$ cat src/rtl/uart_pkg.sv
// rtl/uart_pkg.sv - shared UART link constants, default parameters and FSM state type
//
// Purpose: common definitions for the transmit unit, the receive unit and the
//          UART interface block of the two-player link.
// Ports:   none (package).

package uart_pkg;

  // Handshake byte exchanged by both boards before a game starts.
  localparam logic [7:0] START_SIGNAL = 8'hFF;

  // Default frame / rate settings: 8N1 at 9600 baud from a 100 MHz clock.
  localparam int UART_DBIT    = 8;
  localparam int UART_SB_TICK = 16;
  localparam int UART_DVSR    = 651;
  localparam int UART_FIFO_W  = 2;

  // Oversampling ticks per start/data bit.
  localparam int UART_OS_TICKS = 16;

  typedef enum logic [1:0] {
    ST_IDLE  = 2'b00,
    ST_START = 2'b01,
    ST_DATA  = 2'b10,
    ST_STOP  = 2'b11
  } uart_state_t;

endpackage

$ cat src/rtl/uart_fifo.sv
// rtl/uart_fifo.sv - small register FIFO with registered full/empty flags
//
// Purpose: byte queue between the game-side write strobe and the serializer;
//          also used by the receive unit.
// Ports:
//   clk      - system clock
//   rst      - asynchronous active-high reset (empties the FIFO)
//   i_wr     - push request; ignored while o_full
//   i_rd     - pop request; ignored while o_empty
//   i_data   - word to push
//   o_data   - word at the head of the queue (valid while !o_empty)
//   o_full   - 2**AW words held
//   o_empty  - no words held

module uart_fifo #(
  parameter int DW = 8,
  parameter int AW = 2
) (
  input  logic          clk,
  input  logic          rst,
  input  logic          i_wr,
  input  logic          i_rd,
  input  logic [DW-1:0] i_data,
  output logic [DW-1:0] o_data,
  output logic          o_full,
  output logic          o_empty
);

  logic [DW-1:0] r_mem [2**AW];
  logic [AW-1:0] r_wptr;
  logic [AW-1:0] r_rptr;
  logic          r_full;
  logic          r_empty;

  logic          w_push;
  logic          w_pop;
  logic [AW-1:0] w_wptr_nx;
  logic [AW-1:0] w_rptr_nx;

  // A push is gated by the registered full flag, so a push that coincides
  // with a pop on a full FIFO is still dropped.
  assign w_push    = i_wr & ~r_full;
  assign w_pop     = i_rd & ~r_empty;
  assign w_wptr_nx = r_wptr + AW'(1);
  assign w_rptr_nx = r_rptr + AW'(1);

  always_ff @(posedge clk) begin
    if (w_push) begin
      r_mem[r_wptr] <= i_data;
    end
  end

  always_ff @(posedge clk or posedge rst) begin
    if (rst) begin
      r_wptr  <= '0;
      r_rptr  <= '0;
      r_full  <= 1'b0;
      r_empty <= 1'b1;
    end else begin
      case ({w_push, w_pop})
        2'b10: begin
          r_wptr  <= w_wptr_nx;
          r_empty <= 1'b0;
          r_full  <= (w_wptr_nx == r_rptr);
        end
        2'b01: begin
          r_rptr  <= w_rptr_nx;
          r_full  <= 1'b0;
          r_empty <= (w_rptr_nx == r_wptr);
        end
        2'b11: begin
          r_wptr <= w_wptr_nx;
          r_rptr <= w_rptr_nx;
        end
        default: ;
      endcase
    end
  end

  assign o_data  = r_mem[r_rptr];
  assign o_full  = r_full;
  assign o_empty = r_empty;

endmodule

$ cat src/rtl/uart_tx_unit.sv
// rtl/uart_tx_unit.sv - buffered 8N1 UART transmitter for the two-player link
//
// Purpose: queues bytes written by the game-side UART interface and shifts
//          each one out LSB first as start / DBIT data / stop on the tx pin.
// Ports:
//   clk      - system clock
//   rst      - asynchronous active-high reset; aborts any frame in flight
//   wr_uart  - push strobe for w_data (dropped while tx_full)
//   w_data   - byte to send
//   tx_full  - transmit queue full
//   tx       - serial line, idle high, registered
//   tx_busy  - a frame is on the line

module uart_tx_unit
  import uart_pkg::*;
#(
  parameter int DBIT    = UART_DBIT,
  parameter int SB_TICK = UART_SB_TICK,
  parameter int DVSR    = UART_DVSR,
  parameter int FIFO_W  = UART_FIFO_W
) (
  input  logic       clk,
  input  logic       rst,
  input  logic       wr_uart,
  input  logic [7:0] w_data,
  output logic       tx_full,
  output logic       tx,
  output logic       tx_busy
);

  localparam int BW = (DVSR > 1) ? $clog2(DVSR) : 1;
  localparam int SW = (SB_TICK > UART_OS_TICKS) ? $clog2(SB_TICK) : $clog2(UART_OS_TICKS);
  localparam int NW = (DBIT > 1) ? $clog2(DBIT) : 1;

  localparam logic [BW-1:0] BAUD_LAST = BW'(DVSR - 1);
  localparam logic [SW-1:0] OS_LAST   = SW'(UART_OS_TICKS - 1);
  localparam logic [SW-1:0] SB_LAST   = SW'(SB_TICK - 1);
  localparam logic [NW-1:0] N_LAST    = NW'(DBIT - 1);

  uart_state_t    r_state;
  logic [BW-1:0]  r_baud;
  logic [SW-1:0]  r_s;
  logic [NW-1:0]  r_n;
  logic [DBIT-1:0] r_b;
  logic           r_tx;
  logic           r_busy;

  uart_state_t    w_state_nx;
  logic [SW-1:0]  w_s_nx;
  logic [NW-1:0]  w_n_nx;
  logic [DBIT-1:0] w_b_nx;
  logic           w_tx_nx;
  logic           w_pop;
  logic           w_tick;
  logic [7:0]     w_fifo_data;
  logic           w_fifo_empty;

  uart_fifo #(
    .DW (8),
    .AW (FIFO_W)
  ) u_fifo (
    .clk     (clk),
    .rst     (rst),
    .i_wr    (wr_uart),
    .i_rd    (w_pop),
    .i_data  (w_data),
    .o_data  (w_fifo_data),
    .o_full  (tx_full),
    .o_empty (w_fifo_empty)
  );

  // Baud divider restarts on the pop edge so the start bit, and every bit
  // after it, spans exactly 16 full tick periods.
  assign w_tick = (r_baud == BAUD_LAST);

  always_ff @(posedge clk or posedge rst) begin
    if (rst) begin
      r_baud <= '0;
    end else if (w_pop || w_tick) begin
      r_baud <= '0;
    end else begin
      r_baud <= r_baud + BW'(1);
    end
  end

  always_ff @(posedge clk or posedge rst) begin
    if (rst) begin
      r_state <= ST_IDLE;
      r_s     <= '0;
      r_n     <= '0;
      r_b     <= '0;
      r_tx    <= 1'b1;
      r_busy  <= 1'b0;
    end else begin
      r_state <= w_state_nx;
      r_s     <= w_s_nx;
      r_n     <= w_n_nx;
      r_b     <= w_b_nx;
      r_tx    <= w_tx_nx;
      r_busy  <= (w_state_nx != ST_IDLE);
    end
  end

  always_comb begin
    w_state_nx = r_state;
    w_s_nx     = r_s;
    w_n_nx     = r_n;
    w_b_nx     = r_b;
    w_pop      = 1'b0;
    w_tx_nx    = 1'b1;

    case (r_state)
      ST_IDLE: begin
        if (!w_fifo_empty) begin
          w_pop      = 1'b1;
          w_b_nx     = w_fifo_data[DBIT-1:0];
          w_s_nx     = '0;
          w_n_nx     = '0;
          w_state_nx = ST_START;
        end
      end
      ST_START: begin
        if (w_tick) begin
          if (r_s == OS_LAST) begin
            w_s_nx     = '0;
            w_n_nx     = '0;
            w_state_nx = ST_DATA;
          end else begin
            w_s_nx = r_s + SW'(1);
          end
        end
      end
      ST_DATA: begin
        if (w_tick) begin
          if (r_s == OS_LAST) begin
            w_s_nx = '0;
            w_b_nx = r_b >> 1;
            if (r_n == N_LAST) begin
              w_state_nx = ST_STOP;
            end else begin
              w_n_nx = r_n + NW'(1);
            end
          end else begin
            w_s_nx = r_s + SW'(1);
          end
        end
      end
      ST_STOP: begin
        if (w_tick) begin
          if (r_s == SB_LAST) begin
            w_state_nx = ST_IDLE;
          end else begin
            w_s_nx = r_s + SW'(1);
          end
        end
      end
      default: w_state_nx = ST_IDLE;
    endcase

    // Line level is derived from the state being entered, so the registered
    // pin changes on the same edge as the state.
    case (w_state_nx)
      ST_START: w_tx_nx = 1'b0;
      ST_DATA:  w_tx_nx = w_b_nx[0];
      default:  w_tx_nx = 1'b1;
    endcase
  end

  assign tx      = r_tx;
  assign tx_busy = r_busy;

endmodule

$ cat config.mk
export PLATFORM = sky130hd
export DESIGN_NAME = uart_tx_unit
export DESIGN_NICKNAME = d
export VERILOG_FILES = /design/src/rtl/uart_pkg.sv /design/src/rtl/uart_fifo.sv /design/src/rtl/uart_tx_unit.sv
export SDC_FILE = /design/constraint.sdc
export NUM_CORES = 1
export LEC_CHECK = 0
export ABC_CLOCK_PERIOD_IN_PS = 1700
export BUFFER_PORTS_ARGS = -buffer_cell sky130_fd_sc_hd__buf_2
export CAP_MARGIN = 40
export CORE_MARGIN = 5
export CORE_UTILIZATION = 50
export CTS_CLUSTER_DIAMETER = 30
export DETAILED_ROUTE_END_ITERATION = 7
export PLACE_DENSITY = 0.68
export SETUP_SLACK_MARGIN = 0.2
export SYNTH_ARGS = -nofsm -noshare
export SYNTH_HDL_FRONTEND = slang
export SYNTH_SLANG_ARGS = --single-unit
$ cat constraint.sdc
create_clock -name clk -period 1.7 [get_ports clk]
set_input_delay 0.17 -clock clk [delete_from_list [all_inputs] [get_ports clk]]
set_output_delay 0.17 -clock clk [all_outputs]
set_load 0.05 [all_outputs]
After elaboration in Yosys (flattened, before gate mapping) --
Memory sizes are Yosys's and may differ from the RTL's. Index checks and enable logic that the tools add are counted.
Storage, ports and cells: memory bits (writable) 32, memories 1, flip-flop bits (word level) 35, word-level logic and storage cells 90, output and inout port bits 3
Memory list:
- u_fifo.r_mem | words 4, bits a word 8, read ports 1, clocked after memory_dff 0, wr ports 1, RTL line uart_fifo.sv:29 | logic [DW-1:0] r_mem [2**AW];
Operators by class: equality and inequality tests 22, reduce and logical (&&, ||, !) cells 12, multiplexer cells 34, bitwise logic cells 4, add/subtract/negate cells 5
Operators by type and width (count):
- $mux 8 | 3
- $mux 4 | 5
- $mux 3 | 6
- $mux 2 | 8
- $ne 2x2->1 const B | 8
- $pmux 8 s2 | 1
- $pmux 4 s3 | 1
- $add 10x1->10 const B | 1
- $eq 10x10->1 const B | 1
- $eq 2x2->1 const B | 5
- $mux 10 | 1
- $pmux 3 s3 | 1
- $pmux 2 s4 | 1
- $reduce_and 4->1 | 2
- $reduce_and 7->1 | 1
- $eq 2x1->1 const B | 3
- $pmux 1 s2 | 3
- $reduce_bool 2->1 | 3
- $reduce_or 2->1 | 3
- $add 2x1->2 const B | 2
- $add 4x1->4 const B | 1
- $eq 2x2->1 | 2
- $eq 4x4->1 const B | 1
- $mux 1 | 4
- other kinds (8) | 10

Depth between registers and ports, before layout --
Gate-level depths: netlist of run 1.
depth in word-level cells 7, gate-level depth with buffers 10, mapped depth without buffers 8

Hierarchy --
A second synthesis of run 1 with hierarchy kept.
Second synthesis, totals: cell total of the unflattened synthesis 245, area, all modules 3125.5 sq um
By module, submodules not included:
- uart_tx_unit | area an instance 1584.0 sq um, seq. area each 726.9 sq um, times used 1, cells an instance 164
- uart_fifo | area an instance 1541.5 sq um, seq. area each 1112.3 sq um, times used 1, cells an instance 81

Worst setup path after synthesis of run 1 --
OpenSTA, ideal clock, no wires.
path kind reg2reg, start register r_state[0], end register u_fifo.r_full, in the netlist u_fifo.o_full, slack -72 ps, arrival time 1662 ps, stages on the path, launching flop included 8, buffers on the path 1, path through dfrtp_1 -> inv_1 -> ha_1 -> buf_2 -> nand2b_1 -> inv_2 -> ha_1 -> o41ai_1
On the way: cells in the longest elaborated chain, start to end 5
RTL lines:
- from (decl) | RTL line uart_tx_unit.sv:40 | uart_state_t r_state;
- from (signal assigned) | RTL line uart_tx_unit.sv:95 | r_state <= w_state_nx;
- $logic_not 2->1 * | RTL line uart_tx_unit.sv:112 | case (r_state)
- $mux 1 * | RTL line uart_tx_unit.sv:112
- $and 1x1->1 * | RTL line uart_fifo.sv:43 | assign w_pop = i_rd & ~r_empty;
- $eq 2x1->1 / $eq 2x2->1 (equally long branches) | RTL line uart_fifo.sv:60 | case ({w_push, w_pop})
- $pmux 1 s2 / $reduce_bool 2->1 (equally long branches)
- to (signal assigned) | RTL line uart_fifo.sv:64 | r_full <= (w_wptr_nx == r_rptr);
- to (decl) | RTL line uart_fifo.sv:32 | logic r_full;
Mark *: on every way between the ends. The rest lies on a longest branch, timed or not. A chain may end at the register's enable or synchronous reset.

Worst setup path after layout of run 1 --
start register r_baud[0], end register r_tx, in the netlist tx
On the way: cells in the longest elaborated chain, start to end 5
RTL lines:
- from (decl) | RTL line uart_tx_unit.sv:41 | logic [BW-1:0] r_baud;
- from (signal assigned) | RTL line uart_tx_unit.sv:82 | r_baud <= r_baud + BW'(1);
- $eq 10x10->1 * | RTL line uart_tx_unit.sv:74 | assign w_tick = (r_baud == BAUD_LAST);
- $mux 2, on equally long branches | RTL line uart_tx_unit.sv:149, uart_tx_unit.sv:123, uart_tx_unit.sv:134
- $pmux 2 s4 | RTL line uart_tx_unit.sv:112
- $eq 2x2->1 / $eq 2x1->1 (equally long branches) | RTL line uart_tx_unit.sv:162 | case (w_state_nx)
- $pmux 1 s2 * | RTL line uart_tx_unit.sv:162
- named net w_tx_nx | RTL line uart_tx_unit.sv:52 | logic w_tx_nx;
- to (signal assigned) | RTL line uart_tx_unit.sv:99 | r_tx <= w_tx_nx;
- to (decl) | RTL line uart_tx_unit.sv:45 | logic r_tx;
The timed path passes the listed nets; every way through them passes the cells marked *. The select of a mux whose other input is x is not followed.

==> parameters.txt, run 1 <==
Parameter                              Value

Timing
  Worst-case clock skew ... about 12 ps
  Max Freq ... 0.586 GHz
  Slew at the pin with the worst max-slew slack ... approximately 440 ps
  Total count of hold-check failures in the final report ... 0
  Post-route clock period utilization ... 100%
  Final number of max-transition violations ... 0
  RSZ-0062 raised after global routing ... yes
  Final setup vio count ... 1
  Final WS setup ... -5.47 ps
  Max transition margin ... 70.5%
  Worst hold-check slack ... roughly 40 ps
  Post-layout minimum cycle time ... 1710 ps

Floorplanning
  Core region area ... 5990 sq um
  Die Span X ... between 80 and 90 um
  Area of the die ... 7900 sq um
  Top-Level Pins ... 14
  Vert. Die Dim ... between 80 and 90 um
  Initial Util ... between 50% and 60%
  Number of rows in the core area ... 28

Synthesis
  Proportion of netlist area held by the largest area contributor ... ~31%
  Synth Net Count ... between 200 and 300
  Top cell type by total area after synthesis ... sky130_fd_sc_hd__edfxtp_1
  Count of cell types in the netlist ... between 40 and 50
  Synthesized flop and latch total ... 67
  Main area contributors after synthesis ... sky130_fd_sc_hd__edfxtp_1 (31%), sky130_fd_sc_hd__dfrtp_1 (27%), sky130_fd_sc_hd__ha_1 (6.0%)
  Most common cell in the netlist ... sky130_fd_sc_hd__dfrtp_1
  Total standard cell area after synthesis ... about 3100 sq um
  Ys flop type ... sky130_fd_sc_hd__dfrtp_1
  Number of enable-type register cells in the synthesized netlist ... 32
  Average footprint of a synthesized cell ... between 10 and 15 sq um
  Most instantiated cells after synthesis ... sky130_fd_sc_hd__dfrtp_1 (33), sky130_fd_sc_hd__edfxtp_1 (32), sky130_fd_sc_hd__nor2_1 (23)
  Ys Warns ... 0
  Asr flop ratio synth ... between 50% and 60%
  Post-synthesis cell count ... 240
  Sequential fraction of the synthesis area ... roughly three fifths

Drt
  Total via count after detailed routing ... roughly 2000
  Remaining routing DRC violations ... 0
  Routed WL ... 5550 um
  Via density per instance ... ~5.3
  Average wire length per cell after detail routing ... 14.8 um
  DRC violation total after the first TritonRoute iteration ... 73
  Antenna Violating Nets Remaining ... 0
  First-pass DRT Iterations ... 4

Clock network
  CTS tree ... built
  Sink count of the clock tree ... 67
  Total number of H-tree levels ... 3
  Buffers from clock root to sink, at most ... 2
  Root buffer cell ... sky130_fd_sc_hd__clkbuf_8
  Number of buffers created by CTS ... 9
  Worst-skew pair later-pin latency ... 350 ps
  Clock slew at the register clock pins of the worst setup and hold paths ... 80 ps

Power
  Max VDD drop ... between 0.8 and 0.9 mV
  Static leakage ... between 1.5 and 2 nW
  Power density relative to cell area ... a little under 1000 nW/um^2

Global route
  Global-route wire length before repair ... approximately 9500 um
  Total global routing track utilization ... roughly 16%
  Largest net degree at the start of global routing ... 36
  Vias in the first global route ... between 2000 and 2500
  GRT Residual Overflow ... 0
  Antenna violations before repair ... 0

Outcome
  Violations in the final reports ... setup timing
  Run status ... finished, violations left

Finish
  Layout cells sized above 1 ... between 30% and 40%
  Signed area change from the synthesized netlist to the final layout ... 25.4%
  Final layout net count ... about 320
  Diode insertion count for antenna repair ... 0

Worst setup path
  Critical path endpoint category ... flop
  Critical path startpoint category ... flop
  Data arrival time of the worst path ... 1990 ps
  CP Max Fanout ... 7
  Data required, critical path ... between 1500 and 2000 ps
  Crit path kind ... reg2reg

Placement
  Post-Place Setup Slack ... roughly 12 ps
  Number of buffer cells added on primary ports ... 13
  Gpl congestion ... 0.745
  DP HPWL ... between 3000 and 4000 um

Hold path
  Min-Delay Path Class ... in2reg

Run
  Number of maximum-capacitance constraint violations ... 0
layer usage:
layer / vias up / global-route usage [%] / wire length, um
li1: 978 / - / -
met1: 969 / 21.5 / 2590
met2: 17 / 25.0 / 2700
met3: 10 / 3.91 / 150
met4: 0 / 7.42 / 106
met5: - / 0 / 0
placed cells by master, fill, tap and decap left out, types with 5 or more instances in the layout:
cell	netlist	layout
sky130_fd_sc_hd__xnor2_1	7	7
sky130_fd_sc_hd__and2_1	5	5
sky130_fd_sc_hd__ha_1	15	8
sky130_fd_sc_hd__a21oi_1	7	7
sky130_fd_sc_hd__ha_4	0	5
sky130_fd_sc_hd__dfrtp_1	33	30
sky130_fd_sc_hd__nand2_1	20	15
sky130_fd_sc_hd__buf_2	4	13
sky130_fd_sc_hd__clkbuf_8	0	9
sky130_fd_sc_hd__o21ai_1	5	7
sky130_fd_sc_hd__inv_1	10	8
sky130_fd_sc_hd__mux4_2	8	8
sky130_fd_sc_hd__nand2_2	0	5
sky130_fd_sc_hd__edfxtp_1	32	32
sky130_fd_sc_hd__nand3_1	10	10
sky130_fd_sc_hd__o21ai_0	10	7
sky130_fd_sc_hd__buf_4	0	33
sky130_fd_sc_hd__xor2_1	7	7
sky130_fd_sc_hd__nor2_1	23	20
sky130_fd_sc_hd__a22oi_1	9	9
critical path, stage by stage (launching register included):
cell and delay, ps:
sky130_fd_sc_hd__dfrtp_1 380, sky130_fd_sc_hd__inv_1 60, sky130_fd_sc_hd__ha_1 130, sky130_fd_sc_hd__and3b_2 210, sky130_fd_sc_hd__nand4_4 170, sky130_fd_sc_hd__a2111oi_4 330, sky130_fd_sc_hd__a221o_2 210, sky130_fd_sc_hd__nor3_2 50
sky130_fd_sc_hd__a21oi_2 110
area by class of cell:
class | count | area [sq um]
fill | 454 | 2090
sequential | 67 | 1840
multi-input combinational | 155 | 1350
timing repair buffer | 50 | 357
clock buffer | 9 | 124
tap | 75 | 93.8
clock inverter | 7 | 83.8
inverter | 12 | 55.1
power breakdown:
part           switching [mW]  total [mW]  internal [mW]
Combinational           0.285       0.513          0.228
Sequential             0.0587        1.94           1.88
Clock                   0.675        1.38          0.702
Total                    1.02        3.83           2.81
final timing paths:
path,from,to,slack [ps],depth (start not counted)
setup / recovery,r_baud[0],tx,-5,8
hold / removal,w_data[7],u_fifo.r_mem[1][7],40,1
setup reg to reg,r_baud[0],tx,-5,8
hold reg to reg,u_fifo.o_full,u_fifo.o_full,520,2
max in group asynchronous,rst,u_fifo.o_empty,890,4
min in group asynchronous,rst,r_baud[5],460,4
repair_timing:
action / in CTS / in global routing
endpoints found under the setup margin: 21 / 30
endpoints found under the hold margin: 33 / 0
pin swaps: 2 / 3
hold buffers: 1 / 0
resized for setup: 17 / 11
buffers inserted: 7 / 5
state kept, by name, indices dropped and copies added (netlist names):
register and flops:
r_n 3, u_fifo.o_full 1, r_baud 10, r_state 2, u_fifo.r_mem 32, u_fifo.r_wptr 2, u_fifo.r_rptr 2, tx 1
r_b 8, tx_busy 1, u_fifo.o_empty 1, r_s 4
kinds of logic (layout without fill, tap and decap cells):
logic type,Yosys count,count (layout),synth area share (%)
flops,67,67,59.1
xor+xnor,14,14,3.94
compound gates,42,42,9.73
simple gates,74,74,12.1
buf+inv,18,78,2.57
fa+ha+maj,15,15,6.03
mux,10,10,6.48
per-stage QoR:
stage	cell area [sq um]	power, mW	setup TNS (ps)	utilization, %	std cells
2_1_floorplan	3190	2.27	0	-	240
3_3_place_gp	3480	2.42	0	58.1	346
3_5_place_dp	3480	2.44	0	58.1	346
4_1_cts	3810	3.83	0	63.7	370
5_1_grt	3900	4.01	-941	65.1	375
6_report	3900	3.83	-5.47	65.1	375
No activity file was read; power rests on OpenSTA's default activity.
==> run 2: changes to the inputs <==
- BUFFER_PORTS_ARGS: -buffer_cell sky130_fd_sc_hd__buf_2 -> not set
- DONT_BUFFER_PORTS: not set -> 1
- PLACE_DENSITY: 0.68 -> 0.66
==> parameters.txt, run 2 (synthesis results as in run 1) <==
Parameter                              Value

Timing
  RSZ-0062 raised after global routing ... yes
  Final setup vio count ... 3
  Sum of negative setup slack ... -63.0 ps
  Final WS setup ... -39.1 ps
  Post-layout minimum cycle time ... 1740 ps
  Post-route clock period utilization ... 102%
  Worst-case clock skew ... 9.27 ps
  Max transition margin ... 70.0%
  Slew at the pin with the worst max-slew slack ... between 400 and 500 ps
  Max Freq ... approximately 0.58 GHz
  Total count of hold-check failures in the final report ... 0
  Final number of max-transition violations ... 0

Placement
  Number of buffer cells added on primary ports ... 0
  Post-placement cell area ... between 3000 and 4000 sq um
  DP HPWL ... 3600 um
  Gpl congestion ... between 0.7 and 0.8
  Placed Cells incl. Taps ... between 300 and 400
  Post-Place Setup Slack ... -28.2 ps

Finish
  Top Registers ... u_fifo.r_mem: 32 flops, r_baud: 10 flops, r_b: 8 flops
  Diode insertion count for antenna repair ... 0
  Count of fill cells added during filler insertion ... between 400 and 500
  Final layout net count ... ~310
  Layout cells sized above 1 ... 39.0%
  Flip-flop count of the largest register, all copies and words added ... 32
  Post-route non-filler standard cell count ... about 370
  Area taken by flip-flops and latches ... approximately 1800 sq um
  Commonest non-fill, non-tap cell in the layout ... sky130_fd_sc_hd__edfxtp_1
  Final core occ ... about two thirds
  Multi-input combinational cell area ... approximately 1400 sq um
  Leading cell types in the layout, fill and taps excluded ... sky130_fd_sc_hd__edfxtp_1 (32), sky130_fd_sc_hd__dfrtp_1 (31), sky130_fd_sc_hd__buf_4 (24)
  Signed area change from the synthesized netlist to the final layout ... 27.2%
  Post-layout instance area ... between 3000 and 4000 sq um
  Register ranked first by flip-flop count ... u_fifo.r_mem

Worst setup path
  Data required, critical path ... about 2000 ps
  Data arrival time of the worst path ... around 2000 ps
  Max stage delay on crit path ... 490 ps
  Cell count of the worst reg-to-reg path ... 8
  Critical path startpoint category ... flop
  Series of cell instances along the critical path ... inv_4 -> ha_4 -> inv_2 -> a21boi_0 -> o21ai_1 -> o311ai_4 -> nor3_2 -> a21oi_2
  Crit path kind ... reg2reg
  Critical path's slowest cell ... sky130_fd_sc_hd__dfrtp_1
  R2r setup slk ... -40 ps
  Critical path endpoint category ... flop
  Origin of the critical flop-to-flop path ... r_state[0]
  CP Max Fanout ... 8
  R2r endpoint ... tx

Power
  Max VDD drop ... approximately 0.9 mV
  Power density relative to cell area ... 939 nW/um^2
  Power spent charging and discharging nets ... 0.955 mW
  Clock network power share ... a little over a third
  Static leakage ... approximately 1.6 nW
  Relative contribution of sequential cells to total power ... a little over half
  Proportion of power drawn by combinational gates ... around 12%
  Int Pwr ... roughly 2.8 mW
  Net switching fraction of the power ... 25.7%

Floorplanning
  Top-Level Pins ... 14
  Die Span X ... ~89 um
  Number of rows in the core area ... 28
  Vert. Die Dim ... about 89 um
  Initial Util ... between 50 and 60%
  Area of the die ... a little under 8000 sq um
  Core region area ... 5990 sq um

Global route
  Largest net degree at the start of global routing ... 36
  GRT Residual Overflow ... 0
  Antenna violations before repair ... 0
  Total global routing track utilization ... between 15 and 20%
  Global-route wire length before repair ... between 9000 and 10000 um
  Vias in the first global route ... 1996

Clock network
  Clock slew at the register clock pins of the worst setup and hold paths ... 70 ps
  Number of buffers created by CTS ... 9
  Sink count of the clock tree ... between 60 and 70
  Root buffer cell ... sky130_fd_sc_hd__clkbuf_8
  Buffers from clock root to sink, at most ... 2
  Total number of H-tree levels ... 3
  Worst-skew pair later-pin latency ... about 340 ps
  CTS tree ... built

Outcome
  Violations in the final reports ... setup timing
  Run status ... finished, violations left

Drt
  Antenna Violating Nets Remaining ... 0
  Average wire length per cell after detail routing ... roughly 15 um
  DRC violation total after the first TritonRoute iteration ... 79
  Remaining routing DRC violations ... 0
  Total via count after detailed routing ... about 2000
  Via density per instance ... between 5 and 6
  First-pass DRT Iterations ... 4
  Routed WL ... roughly 5600 um

Hold path
  Worst hold endpoint ... u_fifo.r_wptr[0]
  Hold Path Depth ... 3
  Hold path startpoint ... wr_uart
  Min-Delay Path Class ... in2reg

Run
  Number of maximum-capacitance constraint violations ... 0
[run 2: stage by stage]
| step | hold slack (ps) | power (mW) |
|---|---|---|
| 6_report | 298 | 3.72 |
| 5_1_grt | 310 | 3.89 |
| 4_1_cts | 295 | 3.76 |
| 3_5_place_dp | 194 | 2.38 |
| 3_3_place_gp | 199 | 2.38 |
| 2_1_floorplan | 269 | 2.27 |
[run 2: worst max path at each step]
stage	from	endpoint	slack, ps
final	r_state[0]	tx	-40
after global routing	r_baud[0]	r_b[3]	-140
after CTS	r_baud[0]	tx	-20
after detailed placement	r_s[0]	tx	-30
after global placement	r_s[0]	tx	10
after floorplan	u_fifo.r_rptr[0]	tx	40
[run 2: layout make-up]
type | count | share of cell area (%)
Timing Repair Buffer | 39 | 8.54
Clock buffer | 9 | 3.13
Sequential cell | 67 | 46.5
Clock inverter | 7 | 1.93
Multi-Input combinational cell | 156 | 36.2
Tap cell | 75 | 2.37
Inverter | 12 | 1.26
[run 2: repair_timing]
| item | CTS | global route |
|---|---|---|
| endpoints found under the hold margin | 65 | 0 |
| pin swaps | 3 | 8 |
| gates cloned | 1 | 0 |
| gates resized for setup | 27 | 23 |
| endpoints found under the setup margin | 52 | 32 |
| buffers inserted | 1 | 5 |
| hold buffers | 9 | 0 |
[run 2: worst max-delay path, delay by kind of cell, from the launching register on]
kind            cells  cell delay (ps)
fa+ha+maj           1              210
flops               1              490
compound gates      4              470
simple gates        1              210
buf+inv             2              280
[run 2: metal layers]
| layer | part of all wire, % | vias to the layer above | track usage, % |
|---|---|---|---|
| li1 | - | 969 | - |
| met1 | 47 | 947 | 22.6 |
| met2 | 47 | 29 | 24.8 |
| met3 | 3.9 | 9 | 4.66 |
| met4 | 1.6 | 0 | 6.87 |
| met5 | 0 | - | 0 |
[run 2: power groups by stage]
stage	logic [mW]	clock network [mW]	registers (mW)
after detailed placement	0.407	0	1.98
after CTS	0.467	1.35	1.94
after global routing	0.515	1.42	1.96
after global placement	0.407	0	1.97
final	0.460	1.32	1.94
after floorplan	0.274	0	1.99
==> run 3: changes to the inputs <==
- ABC_AREA: not set -> 1
==> parameters.txt, run 3 <==
Parameter                              Value

Outcome
  Run status ... finished, violations left
  Violations in the final reports ... setup timing

Worst setup path
  Critical path's slowest cell ... sky130_fd_sc_hd__dfrtp_1
  Data arrival time of the worst path ... between 1500 and 2000 ps
  Data required, critical path ... 1970 ps
  Max stage delay on crit path ... roughly 400 ps
  Series of cell instances along the critical path ... inv_1 -> ha_2 -> nand2_2 -> nor2_4 -> nand4_4 -> a21oi_4 -> and2_4 -> nand3_2 -> o21ai_1
  CP Max Fanout ... 7
  R2r setup slk ... -3 ps
  Crit path launch ... r_baud[0]
  R2r endpoint ... r_b[7]
  Origin of the critical flop-to-flop path ... r_baud[0]
  Critical path startpoint category ... flop
  Cell count of the worst reg-to-reg path ... 9
  Crit path kind ... reg2reg
  Critical path endpoint category ... flop

Synthesis
  Top cell type by total area after synthesis ... sky130_fd_sc_hd__edfxtp_1
  Sequential fraction of the synthesis area ... approximately 56%
  Total standard cell area after synthesis ... roughly 3300 sq um
  Synth Net Count ... 361
  Synthesized flop and latch total ... between 60 and 70
  Most instantiated cells after synthesis ... sky130_fd_sc_hd__nand2_1 (60), sky130_fd_sc_hd__inv_1 (46), sky130_fd_sc_hd__nor2_1 (35)
  Main area contributors after synthesis ... sky130_fd_sc_hd__edfxtp_1 (30%), sky130_fd_sc_hd__dfrtp_1 (25%), sky130_fd_sc_hd__nand2_1 (6.9%)
  Asr flop ratio synth ... 52.2%
  Average footprint of a synthesized cell ... around 9.7 sq um
  Most common cell in the netlist ... sky130_fd_sc_hd__nand2_1
  Post-synthesis cell count ... 335
  Proportion of netlist area held by the largest area contributor ... about 30%
  Number of enable-type register cells in the synthesized netlist ... 32
  Ys Warns ... 0
  Count of cell types in the netlist ... 31
  Ys flop type ... sky130_fd_sc_hd__dfrtp_1

Power
  Static leakage ... ~1.7 nW
  Power density relative to cell area ... between 900 and 1000 nW/um^2
  Max VDD drop ... 0.949 mV
  Final Total Pwr ... approximately 3.8 mW

Clock network
  Root buffer cell ... sky130_fd_sc_hd__clkbuf_8
  Worst-skew pair later-pin latency ... between 300 and 400 ps
  Clock slew at the register clock pins of the worst setup and hold paths ... about 80 ps
  Total number of H-tree levels ... 3
  Number of buffers created by CTS ... 9
  CTS tree ... built
  Sink count of the clock tree ... 67
  Buffers from clock root to sink, at most ... 2

Finish
  Flip-flop count of the largest register, all copies and words added ... 32
  Top Registers ... u_fifo.r_mem: 32 flops, r_baud: 10 flops, r_b: 8 flops
  Signed area change from the synthesized netlist to the final layout ... 28.2%
  Register ranked first by flip-flop count ... u_fifo.r_mem
  Leading cell types in the layout, fill and taps excluded ... sky130_fd_sc_hd__nand2_1 (46), sky130_fd_sc_hd__inv_1 (36), sky130_fd_sc_hd__edfxtp_1 (32)
  Diode insertion count for antenna repair ... 0
  Post-layout instance area ... approximately 4200 sq um
  Final layout net count ... between 400 and 500
  Layout cells sized above 1 ... 33.9%
  Area taken by flip-flops and latches ... 1840 sq um
  Multi-input combinational cell area ... 1530 sq um
  Commonest non-fill, non-tap cell in the layout ... sky130_fd_sc_hd__nand2_1
  Count of fill cells added during filler insertion ... 473

Timing
  Worst-case clock skew ... 7.98 ps
  Total count of hold-check failures in the final report ... 0
  Max Freq ... ~0.59 GHz
  Final number of max-transition violations ... 0
  Post-layout minimum cycle time ... around 1700 ps
  Slew at the pin with the worst max-slew slack ... between 400 and 500 ps
  RSZ-0062 raised after global routing ... yes
  Max transition margin ... 70.1%
  Final setup vio count ... 1
  Post-route clock period utilization ... 100%
  Final WS setup ... -3.20 ps

Hold path
  Hold path startpoint ... wr_uart
  Worst hold endpoint ... u_fifo.r_wptr[0]
  Min-Delay Path Class ... in2reg
  Hold Path Depth ... 2

Global route
  Largest net degree at the start of global routing ... 36
  Vias in the first global route ... about 2200
  Total global routing track utilization ... ~16%
  GRT Residual Overflow ... 0
  Antenna violations before repair ... 0
  Global-route wire length before repair ... 10300 um

Drt
  DRC violation total after the first TritonRoute iteration ... between 90 and 100
  Antenna Violating Nets Remaining ... 0
  Via density per instance ... 5.16
  Remaining routing DRC violations ... 0
  First-pass DRT Iterations ... 4
  Average wire length per cell after detail routing ... ~14 um
  Routed WL ... about 6600 um
  Total via count after detailed routing ... 2363

Run
  Number of maximum-capacitance constraint violations ... 0

Floorplanning
  Core region area ... 6350 sq um
  Vert. Die Dim ... ~90 um
  Initial Util ... approximately 50%
  Number of rows in the core area ... 29
  Die Span X ... approximately 90 um
  Area of the die ... roughly 8000 sq um
  Top-Level Pins ... 14

Placement
  Post-placement cell area ... 3420 sq um
  Gpl congestion ... 0.801
  Number of buffer cells added on primary ports ... 0
  DP HPWL ... approximately 4000 um
==> run 3: repair_timing <==
| action | 4_1_cts | 5_1_grt |
|---|---|---|
| setup endpoints to repair | 37 | 32 |
| cloned | 1 | 1 |
| setup buffers | 5 | 11 |
| pin swaps | 13 | 29 |
| hold buffers | 9 | 0 |
| hold endpoints to repair | 65 | 0 |
| resized for setup | 19 | 73 |
==> run 3: kinds of logic after synthesis <==
group / count (synthesis) / synth area share, %
buffers and inverters: 53 / 6.76
adder cells (fa/ha/maj): 15 / 5.76
AND/OR/NAND/NOR: 138 / 19.5
flip-flops: 67 / 56.5
XOR/XNOR: 6 / 1.61
AO/OA/AOI/OAI: 56 / 9.84
==> run 3: layout make-up <==
type                       instances  share of cell area [%]
inverter                          46                    4.50
tap                               77                    2.31
timing repair buffer              35                    7.49
sequential                        67                    44.1
multi-input combinational        217                    36.6
clock buffer                       9                    2.97
clock inverter                     7                    2.01
==> run 3: worst max path at each step <==
stage	to	depth (start not counted)
finish	r_b[7]	9
global route	r_b[7]	9
detailed placement	r_b[7]	8
floorplan	u_fifo.r_mem[2][0]	3
CTS	r_b[7]	9
global placement	r_b[7]	8
==> run 3: worst max-delay path: cells and delay by family, from the launching register on <==
family,cells,cell delay (ps)
and+or+nand+nor,5,650
adders and majority gates,1,180
DFF,1,400
AOI/OAI and AO/OA,2,320
buffers and inverters,1,70
==> run 3: metal layers <==
layer	track usage (%)	share of wire [%]	up-vias
met4	5.96	2.0	0
met3	3.50	2.1	10
met2	26.0	51	29
met1	19.5	44	1126
li1	-	-	1198
met5	0	0	-
==> run 3: metrics by stage <==
step / std cells / TNS, ps / hold slack [ps] / utilization [%] / setup WS [ps]
2_1_floorplan: 335 / 0 / 269 / - / 122
3_3_place_gp: 415 / -18.1 / 195 / 53.8 / -18.1
3_5_place_dp: 415 / -205 / 201 / 53.8 / -57.8
4_1_cts: 446 / 0 / 284 / 60.3 / 14.4
5_1_grt: 458 / -672 / 146 / 65.8 / -74.8
6_report: 458 / -3.20 / 146 / 65.8 / -3.20
==> run 3: power breakdown <==
part           switching (mW)  leakage, nW  internal, mW
Combinational           0.310        0.918         0.168
Sequential             0.0573        0.722          1.88
Clock                   0.681        0.103         0.705
Total                    1.05         1.74          2.76
